`src/rtl/key_pkg.sv`:
```
// key_pkg: shared timing constants and per-channel debounce state encoding.
package key_pkg;
  localparam int CLK_HZ = 50000000;
  localparam int DEBOUNCE_MS = 20;
  localparam int DB_CYCLES_DEF = CLK_HZ / 1000 * DEBOUNCE_MS;
  typedef enum logic {IDLE = 1'b0, PENDING = 1'b1} db_state_t;
endpackage

```
`src/rtl/key_db_cell.sv`:
```
// key_db_cell: one key channel, two-flop synchronizer, stability counter, level and press registers.
// Press pulse flop exists only with KEY_DEBOUNCE_PRESS_PULSE_EN defined.
module key_db_cell
  import key_pkg::*;
#(
  parameter int DB_CYCLES = DB_CYCLES_DEF,
  parameter bit KEY_ACTIVE_LOW = 1'b1
) (
  input  logic CLK,
  input  logic RST,
  input  logic key_in,
  output logic lvl,
  output logic press
);
  localparam int W = $clog2(DB_CYCLES + 1);
  localparam logic [W-1:0] LAST = W'(DB_CYCLES - 1);
  logic [1:0] sync;
  logic [W-1:0] cnt, cnt_nx;
  db_state_t st;
  logic s, hit;
  assign s = sync[1] ^ KEY_ACTIVE_LOW;
  assign hit = (s != lvl) && (cnt == LAST);
  // IDLE means the counter is at zero, so the first differing clock loads 1
  assign cnt_nx = (s == lvl || hit) ? '0 : (st == IDLE ? W'(1) : cnt + 1'b1);
  always_ff @(posedge CLK or posedge RST)
    if (RST) begin
      sync <= {2{KEY_ACTIVE_LOW}};
      cnt <= '0;
      st <= IDLE;
      lvl <= 1'b0;
    end else begin
      sync <= {sync[0], key_in};
      cnt <= cnt_nx;
      st <= (cnt_nx == '0) ? IDLE : PENDING;
      lvl <= hit ? s : lvl;
    end
`ifdef KEY_DEBOUNCE_PRESS_PULSE_EN
  always_ff @(posedge CLK or posedge RST)
    if (RST) press <= 1'b0;
    else press <= hit & s;
`else
  assign press = 1'b0;
`endif
endmodule

```
`src/rtl/key_debounce.sv`:
```
// key_debounce: N_KEYS independent debounced key channels with optional press pulses.
// Press pulses are enabled by defining KEY_DEBOUNCE_PRESS_PULSE_EN.
module key_debounce
  import key_pkg::*;
#(
  parameter int N_KEYS = 4,
  parameter int DB_CYCLES = DB_CYCLES_DEF,
  parameter bit KEY_ACTIVE_LOW = 1'b1
) (
  input  logic CLK,
  input  logic RST,
  input  logic [N_KEYS-1:0] KEY_IN,
  output logic [N_KEYS-1:0] KEY_LVL,
  output logic [N_KEYS-1:0] KEY_PRESS
);
  for (genvar i = 0; i < N_KEYS; i++) begin : g
    key_db_cell #(.DB_CYCLES(DB_CYCLES), .KEY_ACTIVE_LOW(KEY_ACTIVE_LOW)) u (
      .CLK(CLK),
      .RST(RST),
      .key_in(KEY_IN[i]),
      .lvl(KEY_LVL[i]),
      .press(KEY_PRESS[i])
    );
  end
endmodule

```
`config.mk`:
```
export PLATFORM = sky130hd
export DESIGN_NAME = key_debounce
export DESIGN_NICKNAME = d
export VERILOG_FILES = /design/src/rtl/key_pkg.sv /design/src/rtl/key_db_cell.sv /design/src/rtl/key_debounce.sv
export SDC_FILE = /design/constraint.sdc
export NUM_CORES = 1
export LEC_CHECK = 0
export CAP_MARGIN = 30
export CORE_ASPECT_RATIO = 0.9
export CORE_UTILIZATION = 65
export CTS_BUF_LIST = sky130_fd_sc_hd__clkbuf_4
export DETAILED_ROUTE_END_ITERATION = 12
export GPL_TIMING_DRIVEN = 0
export PLACE_DENSITY_LB_ADDON = 0.15
export SETUP_SLACK_MARGIN = 0.5
export SYNTH_ARGS = -nofsm -noshare
export SYNTH_HDL_FRONTEND = slang
export SYNTH_HIERARCHICAL = 1
export SYNTH_SLANG_ARGS = --single-unit
```
`constraint.sdc`:
```
create_clock -name CLK -period 5 [get_ports CLK]
set_clock_uncertainty 0.2 [all_clocks]
set_input_delay 0.75 -clock CLK [delete_from_list [all_inputs] [get_ports CLK]]
set_output_delay 0.75 -clock CLK [all_outputs]
set_load 0.02 [all_outputs]
```
==> results of run 1 <==
==> sequential cells by signal, indices dropped and copies added (netlist names) <==
register	flops
g.u/st	4
g.u/cnt	80
g.u/sync	8
g.u/lvl	4
==> routing by layer <==
metal / routed length, µm / part of all wire [%] / global-route usage, %
met1: 4865 / 46 / 34.50
met2: 5253 / 50 / 41.84
met3: 390 / 3.7 / 4.277
met4: 92 / 0.87 / 7.971
met5: 0 / 0 / 0
==> cell type report <==
type                    instances  area share, %
inverters                      16          1.000
multi-input cells             432          48.60
clock buffers                   9          1.125
flip-flops and latches         96          40.18
well taps                     115          2.397
clock inverters                 7          1.438
repair buffers                  9          1.501
plain buffers                  28          3.752
==> cells by family after synthesis <==
group,count (synthesis)
buf+inv,44
xor+xnor,92
other cells,4
fa+ha+maj,4
mux,12
simple gates,288
flops,96
compound gates,32
==> worst max-delay path, cell delays in order (launching register included) <==
cell and delay, ps:
sky130_fd_sc_hd__dfrtp_1 430, sky130_fd_sc_hd__ha_1 310, sky130_fd_sc_hd__and3_1 190, sky130_fd_sc_hd__buf_4 140, sky130_fd_sc_hd__nand4_4 140, sky130_fd_sc_hd__nor4_4 290, sky130_fd_sc_hd__xnor2_1 190, sky130_fd_sc_hd__a31oi_1 140
sky130_fd_sc_hd__o31a_1 320
==> report_power, final <==
group,total (W),internal [W],switching (W)
Sequential,0.000800,0.000789,0.0000103
Combinational,0.0000658,0.0000231,0.0000427
Clock,0.000446,0.000199,0.000247
Total,0.00131,0.00101,0.000300
==> worst max path at each step <==
stage                                endpoint  slack, ps  cells past startpoint
after global routing      g[3].u/st$_DFF_PP0_       2440                      8
after global placement    g[0].u/st$_DFF_PP0_       2670                      8
after CTS                          KEY_LVL[2]       2530                      1
after floorplan           g[0].u/st$_DFF_PP0_       2860                      8
after detailed placement  g[0].u/st$_DFF_PP0_       2620                      8
final                     g[0].u/st$_DFF_PP0_       2550                      8
==> through the flow <==
stage | hold WS, ps | area (µm²) | utilization (%) | power, W | setup slack, ps
6_report | 161.6 | 6003 | 73.01 | 0.001312 | 2555
5_1_grt | 169.5 | 6003 | 73.01 | 0.001372 | 2435
4_1_cts | 167.9 | 6003 | 73.01 | 0.001333 | 2527
3_5_place_dp | 148.7 | 5849 | 71.14 | 0.0008809 | 2624
3_3_place_gp | 146.1 | 5849 | 71.14 | 0.0008784 | 2667
2_1_floorplan | 145.2 | 5615 | - | 0.0008612 | 2862
==> cells in the mapped netlist <==
cell                       count  area, µm²
sky130_fd_sc_hd__nor2_1      108      405.4
sky130_fd_sc_hd__and3_1       24      150.1
sky130_fd_sc_hd__nand2_4       4      45.04
sky130_fd_sc_hd__buf_6         8      90.09
sky130_fd_sc_hd__nand3_2       4      40.04
sky130_fd_sc_hd__nor4_4        8      170.2
sky130_fd_sc_hd__and4_1        8      70.07
sky130_fd_sc_hd__nor4b_1       4      35.03
sky130_fd_sc_hd__nand4_1      16      100.1
sky130_fd_sc_hd__inv_1        16      60.06
sky130_fd_sc_hd__nand4_4       4      85.08
sky130_fd_sc_hd__o31ai_1       4      30.03
sky130_fd_sc_hd__mux2_1        4      45.04
sky130_fd_sc_hd__mux2i_1       8      80.08
sky130_fd_sc_hd__dfstp_2       8      210.2
sky130_fd_sc_hd__a22oi_1       4      30.03
sky130_fd_sc_hd__clkbuf_1      4      15.01
sky130_fd_sc_hd__xor2_1       36      315.3
sky130_fd_sc_hd__nand2_1      28      105.1
sky130_fd_sc_hd__a211oi_1      4      30.03
sky130_fd_sc_hd__nor3_1       20      100.1
sky130_fd_sc_hd__or4b_4        4      55.05
sky130_fd_sc_hd__conb_1        4      15.01
sky130_fd_sc_hd__dfrtp_1      88       2202
sky130_fd_sc_hd__and2_1        8      50.05
sky130_fd_sc_hd__xnor2_1      56      490.5
sky130_fd_sc_hd__nor2_2        4      25.02
sky130_fd_sc_hd__o31a_1        4      35.03
sky130_fd_sc_hd__ha_1          4      50.05
sky130_fd_sc_hd__buf_4        16      120.1
sky130_fd_sc_hd__a31oi_1      12      75.07
sky130_fd_sc_hd__and3_2        4      30.03
sky130_fd_sc_hd__or3_1         8      50.05
sky130_fd_sc_hd__nand3_1      28      140.1
sky130_fd_sc_hd__o211ai_1      4      30.03
sky130_fd_sc_hd__nand4b_1      4      35.03
==> reports/summary.md, run 1 <==
The run finished with clean final reports. Counting every net in the synthesized netlist gives 582. The global-route wire length before repair is 18,390 µm. The library cell used most frequently in the layout, excluding fill and tap cells, is sky130_fd_sc_hd__nor2_1.

After synthesis, the netlist uses 36 different library cells. TritonCTS created 9 clock buffers. Worst flop-to-flop path endpoint: g[0].u/st$_DFF_PP0_. The run gives 572 as the gate count of the mapped netlist.

In this run the critical register-to-register path is launched from g[0].u/cnt[0]$_DFF_PP0_. The total of warnings raised by yosys was 6. Post-CTS setup repair buffer count: 0. The kind of capture point of the worst setup path is a register. The register-to-register setup slack is 2550 ps, and the required time of the critical path is 5130 ps. The share of the Yosys chip area taken by registers is 42.96%. The routed via count is 4,077. In this run the worst setup path begins at g[0].u/cnt[0]$_DFF_PP0_. Once the floorplan was initialized, standard cells occupied 68.29% of the core.

After Yosys synthesis, full adders, half adders and majority gates account for 0.8913% of the synthesized area. The final weighted congestion in routability-driven placement was 0.9022; the total negative slack for setup checks was 0 ps. In this run the vertical extent of the chip is 90.18 µm. Summing the areas of all xor and xnor instances in the mapped netlist gives 14.35% of the synthesized area. In the final layout, flip-flops and latches occupy 0.002412 mm². The placed wire-length estimate is 7656 µm. Setup violations remaining at the end of the flow were counted as 0. Counting the fill cells in the layout gives 615. Hold path startpoint: g[0].u/sync[0]$_DFF_PP1_.

In this run the tightest slew margin relative to its limit is 39.63%. The worst hold endpoint is g[0].u/sync[1]$_DFF_PP1_. After the first detailed-routing iteration, the DRC count stood at 175. Gates resized during post-CTS repair numbered 0.

The initial antenna violation count came out at 0. In this run the core area contains 31 standard-cell rows. For this run, the top clock speed supported by timing is 408.9 MHz. The run gives 0 as the number of nets with antenna violations after detailed routing. The total count of max-transition violations in the final report is 0. Wires add up to 10,600 µm. The min-delay analysis places its worst path in the category reg -> reg. In the final design database the tool counted 602 nets. VDD sags by at most 0.1631 mV. The endpoint arrival time on the critical path is 2570 ps, and the average routed wire per standard cell is 14.89 µm.

After synthesis, the largest family of logic cells by area is simple AND/OR/NAND/NOR gates. The count of cells along the worst hold path is 0. The tools report the antenna diode count as 0. The H-tree depth was 3. For the total global-route track usage, the log shows 25.47%. In this run the static leakage power is 2.589 nW. Total of buffers placed on input and output ports: 9.

Setup repair after global routing left no endpoint under its margin. The via count of the first global-routing pass came out at 4,019. From synthesis to final layout, the design area changed by 6.907%.

In this run, synthesis produced a sequential element count of 96. At the pin with the least slew margin, the transition time is 904.6 ps. Area of the die: 0.009015 mm².

The overall overflow remaining after global route is 0. Register clock-pin slew on the reported worst setup and hold paths: 140 ps. The tool flagged a number of max-cap violations equal to 0.

The startpoint-to-endpoint class of the critical path was reg -> reg. The post-synthesis mux area share is 2.228%. The first detailed-routing pass ran for 4 iterations. At the later pin of the worst-skew pair, clock insertion delay measures 430 ps.

The share of post-route cells with drive strength above 1 came out at 13.07%. The multi-input combinational cell area came out at 0.002918 mm². Summing every instance area after synthesis gives 0.005615 mm². The run gives 25 as the pin count of the biggest net entering global routing. The synthesized area per cell is 9.817 µm², and the path depth of the worst reg2reg path is 8. After detailed routing, the number of remaining DRC violations is 0.

Total core area: 0.008223 mm². TritonCTS built the clock tree. The library cells used most frequently in the layout, excluding fill and tap cells, are sky130_fd_sc_hd__nor2_1 (108), sky130_fd_sc_hd__dfrtp_1 (88), sky130_fd_sc_hd__xnor2_1 (56). Counting tap cells, the placed design contains a total of 696 instances. The simple-gate area share of the yosys netlist is 30.12%. The ratio of final minimum period to clock period was 48.91%. The complex-gate fraction of the synthesized area was 4.100%; the final period demand of the worst path was 2445 ps. Dividing the detail-routed via count by the number of cells gives 5.726.

The root buffer cell chosen for the clock tree is sky130_fd_sc_hd__clkbuf_4. Maximum number of buffers from clock root to sink: 2. Along the worst path, the maximum fanout reaches 5.

After clock tree synthesis, the flow added hold-fix buffers numbering 0. 14 I/O pins were placed. The clock sink count was 96; the number of standard cells in the layout, taps in and fillers out was 712. In this run the power density over the cells is 218.5 mW/mm². The worst setup path is launched from a register.

From left edge to right edge, the die measures 99.98 µm. The final hold violation count came out at 0.
Note: power is estimated with default switching activity, not from simulation.
==> run 2, diff against run 1 <==
--- a/config.mk
+++ b/config.mk
@@ -7,7 +7,7 @@
 export LEC_CHECK = 0
 export CAP_MARGIN = 30
 export CORE_ASPECT_RATIO = 0.9
-export CORE_UTILIZATION = 65
+export CORE_UTILIZATION = 58
 export CTS_BUF_LIST = sky130_fd_sc_hd__clkbuf_4
 export DETAILED_ROUTE_END_ITERATION = 12
 export GPL_TIMING_DRIVEN = 0
==> constraint.sdc (replaced) <==
create_clock -name CLK -period 2.2 [get_ports CLK]
set_clock_uncertainty 0.2 [all_clocks]
set_input_delay 0.33 -clock CLK [delete_from_list [all_inputs] [get_ports CLK]]
set_output_delay 0.33 -clock CLK [all_outputs]
set_load 0.02 [all_outputs]
==> run 2 against run 1 <==
The run now ends with negative setup slack left. Clock power rose by 87%. First-iteration DRC count fell by 22%. Register-to-register slack got worse by 2600 ps.
==> reports/summary.md, run 2 (synthesis results as in run 1) <==
The flow ran to the end, but the final reports show violations. The final reports fail on negative setup slack. The tools report the number of nets with antenna violations after detailed routing as 0.

The final weighted congestion in routability-driven placement came out at 0.8382. The run gives 0.3615 mV as the maximum VDD drop. The overall overflow remaining after global route was 0. The total instance count after detailed placement was 703; the vias per cell was 5.675.

The first global-routing pass estimated 19,640 µm of wire. The tree is rooted in a sky130_fd_sc_hd__clkbuf_4. In the final layout, the registers with the most flip-flops are g.u/cnt (80), g.u/sync (8). After detailed routing, the number of remaining DRC violations is 0. The worst setup path is captured at a register. After clock tree synthesis, the clock-pin slew on the worst setup and hold paths is 140 ps. The run gives 673 as the final-stage net count. For this block, the routed nets add up to 12,650 µm of wire. The ratio of final minimum period to clock period was 101.6%. After the first detailed-routing iteration, the DRC count stood at 137. In this run the worst path has a maximum fanout of 4. The H-tree was split into 3 levels.

Entering global routing, the biggest net connects 25 pins. Summed over all nets, the half-perimeter wirelength after detailed placement is 7484 µm. The worst-margin pin slew is 937.3 ps, and the fmax is 447.4 MHz. Cells fill 78.96% of the core in the end. After detailed routing, no signal wire sits above met4. The total of buffers placed on input and output ports is 9, and the number of top-level pins is 14. The share of post-route cells with drive strength above 1 came out at 40.12%. The cell seen most often among critical-path stages was sky130_fd_sc_hd__nor3_1. Detailed routing inserted a total of 4,483 vias. The total count of max-transition violations in the final report was 0; the via count of the first global-routing pass was 4,140. In the detailed route, the total length drawn on met2 is 6434 µm. Leaving out fill and tap cells, the most frequent cell in the layout is sky130_fd_sc_hd__dfrtp_1. For the initial core utilization, the log shows 60.71%. Headroom to the max-slew limit came out at 37.44%. The top cell types in the final layout, fill and taps aside, are sky130_fd_sc_hd__dfrtp_1 (77), sky130_fd_sc_hd__buf_4 (64), sky130_fd_sc_hd__xnor2_1 (54).

The number of detailed-route iterations in the first pass was 4. The hold slack came out at 83.39 ps. The die is 95.35 µm tall. The number of rows in the core area is 33, and the total global-route track usage is 24.46%. For the total power of the final layout, the log shows 0.002940 W.

The die covers 0.01008 mm². The wire length on met1 is 5702 µm. The finished layout holds 790 standard cells, fillers aside. The tool flagged a number of max-cap violations equal to 0. Traced cell by cell, the critical path runs through ha_4 > and3_4 > buf_6 > buf_4 > nor3_1 > a31oi_1 > nor3_1 > nand4_1 > o31a_1. For the antenna diode count, the log shows 0.

The largest individual stage delay along the critical path comes from the cell sky130_fd_sc_hd__dfrtp_1. STA puts the critical path data arrival time at 2370 ps. The analysis attributes to cell leakage a power of 2.993 nW. The largest single stage delay on the critical path is 440 ps. Setup repair after global routing could not meet its margin everywhere. The worst setup path is launched from a register. Buffers inserted during clock tree synthesis total 9. The power per unit of standard cell area was 402.5 mW/mm². The initial antenna violation count was 0. From left edge to right edge, the die measures 105.7 µm.

The average routed wire per standard cell is 16.01 µm. Worst min-delay path class: in -> reg. The area growth from synthesis to layout is 30.06%.

Setup violations remaining at the end of the flow were counted as 2. The total area inside the core boundary comes to 0.009249 mm². The number of flip-flops in the largest register was 80. For the finished layout, the period the worst path requires is 2235 ps. The source-to-sink clock delay at the later pin of the worst-skew pair is 440 ps. The maximum number of buffers from clock root to sink was 2. The tools report the final hold violation count as 0. The clock net in this run drives a total of 96 sinks. At the worst endpoint, the required time is 2330 ps.

The startpoint-to-endpoint class of the critical path was reg -> reg. The post-layout worst setup margin was -35.18 ps. TritonCTS built the clock tree.

The routed design uses 387 µm of met3 wire. The most flop-heavy register was g.u/cnt.
==> run 2: cell types whose count changed in the layout (fill, tap and decap cells not counted), sizes merged <==
cell	change
buf	+70
clkbuf	+6
clkdlybuf4s50	-4
bufinv	-2
clkinv	-2
clkdlybuf4s15	+1
clkinvlp	+1
inv	+1
==> run 2: through the flow <==
stage	setup TNS, ps	instance area, µm²	setup WS [ps]
2_1_floorplan	0	5781	238.0
3_3_place_gp	0	6023	38.81
3_5_place_dp	0	6023	18.71
4_1_cts	0	6671	22.42
5_1_grt	-463.0	7303	-112.5
6_report	-47.02	7303	-35.18
==> run 2: layout make-up <==
class | count | area, µm²
Timing Repair Buffer | 80 | 732.0
Clock inverter | 5 | 32.53
Clock buffer | 11 | 82.58
Tap cell | 122 | 152.6
Sequential cell | 96 | 2426
Buffer | 28 | 256.5
Inverter | 16 | 60.06
Fill cell | 572 | 1946
Multi-Input combinational cell | 432 | 3561
==> run 2: where the power goes <==
part / switching, W / internal, W
registers: 0.0000274 / 0.00179
clock network: 0.000576 / 0.000258
logic: 0.000154 / 0.000129
total: 0.000757 / 0.00218
==> run 2: what timing repair did <==
| item | 4_1_cts | 5_1_grt |
|---|---|---|
| hold buffers | 0 | 0 |
| pin swaps | 28 | 18 |
| gates resized for setup | 73 | 111 |
| endpoints found under the hold margin | 0 | 0 |
| setup buffers | 43 | 23 |
| cloned | 2 | 2 |
| endpoints found under the setup margin | 92 | 91 |
==> run 2: path summary, 6_finish.rpt <==
| kind | startpoint | endpoint | slack (ps) | cells after the start |
|---|---|---|---|---|
| worst max register to register | g[1].u/cnt[1]$_DFF_PP0_ | g[1].u/st$_DFF_PP0_ | -40 | 9 |
| min in group asynchronous | RST | g[0].u/cnt[1]$_DFF_PP0_ | 160 | 3 |
| worst max-delay path | g[1].u/cnt[1]$_DFF_PP0_ | g[1].u/st$_DFF_PP0_ | -40 | 9 |
| max in group asynchronous | RST | g[2].u/cnt[2]$_DFF_PP0_ | 860 | 2 |
| worst min-delay path | KEY_IN[2] | g[2].u/sync[0]$_DFF_PP1_ | 80 | 1 |
| worst min register to register | g[2].u/sync[0]$_DFF_PP1_ | g[2].u/sync[1]$_DFF_PP1_ | 170 | 0 |
==> run 2: critical path, delay by kind of cell, from the launching register on <==
family | cells | cell delay (ps)
compound gates | 2 | 400
simple gates | 4 | 650
fa+ha+maj | 1 | 180
flops | 1 | 440
buf+inv | 2 | 260
==> run 2: per-layer routing <==
layer	GRT usage, %	up-vias
li1	-	2141
met1	34.10	2250
met2	40.63	79
met3	3.964	13
met4	5.208	0
met5	0	-
==> run 3, diff against run 2 <==
==> constraint.sdc (replaced) <==
create_clock -name CLK -period 1.9 [get_ports CLK]
set_clock_uncertainty 0.2 [all_clocks]
set_input_delay 0.285 -clock CLK [delete_from_list [all_inputs] [get_ports CLK]]
set_output_delay 0.285 -clock CLK [all_outputs]
set_load 0.02 [all_outputs]
==> run 3 against run 2 <==
The flow still finishes with violations (negative setup slack). Largest power group unchanged. Critical endpoint is now g[0].u/st$_DFF_PP0_. Worst setup slack got worse by 280 ps. First-iteration DRC count increased by 47%. Register-to-register slack got worse by 280 ps. Clock-buffer cell count decreased by 1. Flip-flop and latch count unchanged. Final area decreased by 0.67%. Critical path depth unchanged.
==> reports/summary.md, run 3 (synthesis results as in run 1) <==
The fmax was 451.5 MHz. Final-stage net count: 674. In the final layout, the registers with the most flip-flops are g.u/cnt (80), g.u/sync (8). The path class of the tightest hold or removal check is in -> reg. Placed wire-length estimate: 7426 µm. Summed over all layers, the routed wires come to 13,280 µm.

14 I/O pins were placed. The tools report the pin count of the biggest net entering global routing as 25. The congestion estimate from routability-driven global placement came to 0.8617.

The count of cells in the finished layout, fillers not included, comes to 791. The register clock-pin slew on the reported worst setup and hold paths is 150 ps, and the max-capacitance violation count is 0. Once layout is complete, the utilization of the core stands at 78.44%. Clock latency on the worst-skew pair, taken at its later pin, is 450 ps.

The initial antenna violation count came out at 0. For the register-to-register setup slack, the log shows -310 ps. The top cell types in the final layout, fill and taps aside, are sky130_fd_sc_hd__dfrtp_1 (76), sky130_fd_sc_hd__buf_4 (61), sky130_fd_sc_hd__xnor2_1 (54). Leaving out fill and tap cells, the most frequent cell in the layout is sky130_fd_sc_hd__dfrtp_1.

The run gives 5.195% as the met3 usage in global routing. After floorplanning, the core was divided into 33 placement rows. In the global route stage, overall resource usage came out at 25.58%.

For the pin with the worst max-slew slack, the measured transition is 565.4 ps. The violation count after the first detailed-route iteration was 201; the total count of max-transition violations in the final report was 0. The run gives 20,360 µm as the global-route wire length before repair. Routed via count: 4,512.

In this run the worst path has a maximum fanout of 5. The total instance count after detailed placement was 703; the endpoint arrival time on the critical path was 2370 ps. The final period demand of the worst path is 2215 ps.

The die covers 0.01008 mm². The H-tree depth was 3; the ratio of final minimum period to clock period was 116.6%. Via count of the first global-routing pass: 4,354. The final hold violation count was 0. Setup repair after global routing could not meet its margin everywhere. The design draws 0.003528 W. g.u/cnt holds more flip-flops than any other register. The pre-antenna-repair detailed-routing pass consisted of 4 iterations.

In the final routed layout, each cell accounts on average for 16.79 µm. After global routing the overflow that remains totals 0. The flow ran to the end, but the final reports show violations. The run gives -314.6 ps as the post-layout worst setup margin. The power per unit of standard cell area was 486.3 mW/mm². The worst pin sits at a relative slew slack of 62.23%. Layer with the highest usage: met2.

The run gives -322.8 ps as the pre-CTS worst setup slack. The tools report the required time of the critical path as 2060 ps. The tree is rooted in a sky130_fd_sc_hd__clkbuf_4. Setup violations remaining at the end of the flow were counted as 88. Global routing consumed, on the met1 layer, 33.05% of the routing resources. 0 antenna diodes ended up in the layout. Relative to the synthesized area, the layout overhead comes to 29.19%. STA classifies the critical path endpoint as a register. The run gives 60.71% as the initial core utilization.

Input and output buffers added on the ports amount to 9. The chip width is 105.7 µm. TritonCTS built the clock tree.

The worst setup path is launched from a register. The final reports fail on negative setup slack. The post-route netlist has 39.91% of its cells at a drive strength greater than 1. For this design, the sink count on the clock tree is 96. The global-route met2 utilization came out at 42.76%. Once detail routing completed, the nets flagged for antenna violations numbered 0.

After floorplanning, the core was sized to cover 0.009249 mm². The tools report the leakage dissipation as 3.019 nW. The startpoint-to-endpoint class of the critical path is reg -> reg. The remaining design rule violation count was 0; the number of flip-flops in the largest register was 80.

No sink is reached through more buffers than the 2 on the longest clock path. The run gives 0.4553 mV as the maximum VDD drop. The die height is 95.35 µm. Counting the buffers created by CTS gives 9. Dividing the detail-routed via count by the number of cells gives 5.704.
## run 3: changes by cell type in the layout (fill, tap and decap cells not counted), sizes merged
cell,before,now
inv,17,12
clkbuf,19,15
clkinvlp,1,4
clkdlybuf4s15,1,0
bufinv,0,1
clkinv,3,5
buf,94,97
dlygate4sd3,0,2
## run 3: worst max-delay path, stage by stage (launching register included)
cell	delay (ps)
sky130_fd_sc_hd__dfrtp_2	470
sky130_fd_sc_hd__ha_4	180
sky130_fd_sc_hd__and3_4	170
sky130_fd_sc_hd__buf_6	120
sky130_fd_sc_hd__buf_4	140
sky130_fd_sc_hd__nand3_4	80
sky130_fd_sc_hd__nor3_2	50
sky130_fd_sc_hd__xnor2_1	300
sky130_fd_sc_hd__a31oi_1	140
sky130_fd_sc_hd__o31a_1	250
## run 3: repair_timing
action	4_1_cts	5_1_grt
setup endpoints to repair	92	127
hold buffers	2	0
gates cloned	3	1
resized for setup	88	79
pin swaps	34	19
endpoints found under the hold margin	2	0
setup buffers	47	19
## run 3: final timing paths
path	start	endpoint	cells after the start
worst max-delay path	g[0].u/cnt[0]$_DFF_PP0_	g[0].u/st$_DFF_PP0_	9
worst min-delay path	KEY_IN[2]	g[2].u/sync[0]$_DFF_PP1_	1
worst max register to register	g[0].u/cnt[0]$_DFF_PP0_	g[0].u/st$_DFF_PP0_	9
worst min register to register	g[2].u/sync[0]$_DFF_PP1_	g[2].u/sync[1]$_DFF_PP1_	0
max in group asynchronous	RST	g[1].u/cnt[7]$_DFF_PP0_	2
min in group asynchronous	RST	g[0].u/cnt[16]$_DFF_PP0_	2
## run 3: power by group
part	switching (W)	leakage, nW	internal (W)
sequential	0.0000338	1.28	0.00208
clock	0.000690	0.0754	0.000411
combinational	0.000165	1.67	0.000149
total	0.000889	3.02	0.00264
## run 3: cell type report
| type | count | area, µm² |
|---|---|---|
| multi-input combinational | 432 | 3428 |
| tap | 122 | 152.6 |
| timing repair buffer | 81 | 772.0 |
| inverter | 16 | 75.07 |
| clock buffer | 10 | 75.07 |
| fill | 571 | 1994 |
| sequential | 96 | 2427 |
| clock inverter | 6 | 60.06 |
| buffer | 28 | 264.0 |
## run 3: through the flow
stage / hold slack, ps / setup TNS, ps / cell area, µm²
after CTS: 10.39 / -15480 / 6813
final: 30.90 / -17300 / 7254
after global routing: 8.647 / -23360 / 7254
after floorplan: 89.48 / -1562 / 5781
after detailed placement: 149.2 / -13860 / 6023
after global placement: 146.3 / -12440 / 6023
## run 3: routing by layer
metal	wire length, µm	vias up
li1	-	2141
met1	5986	2243
met2	6668	110
met3	485	18
met4	144	0
met5	0	-
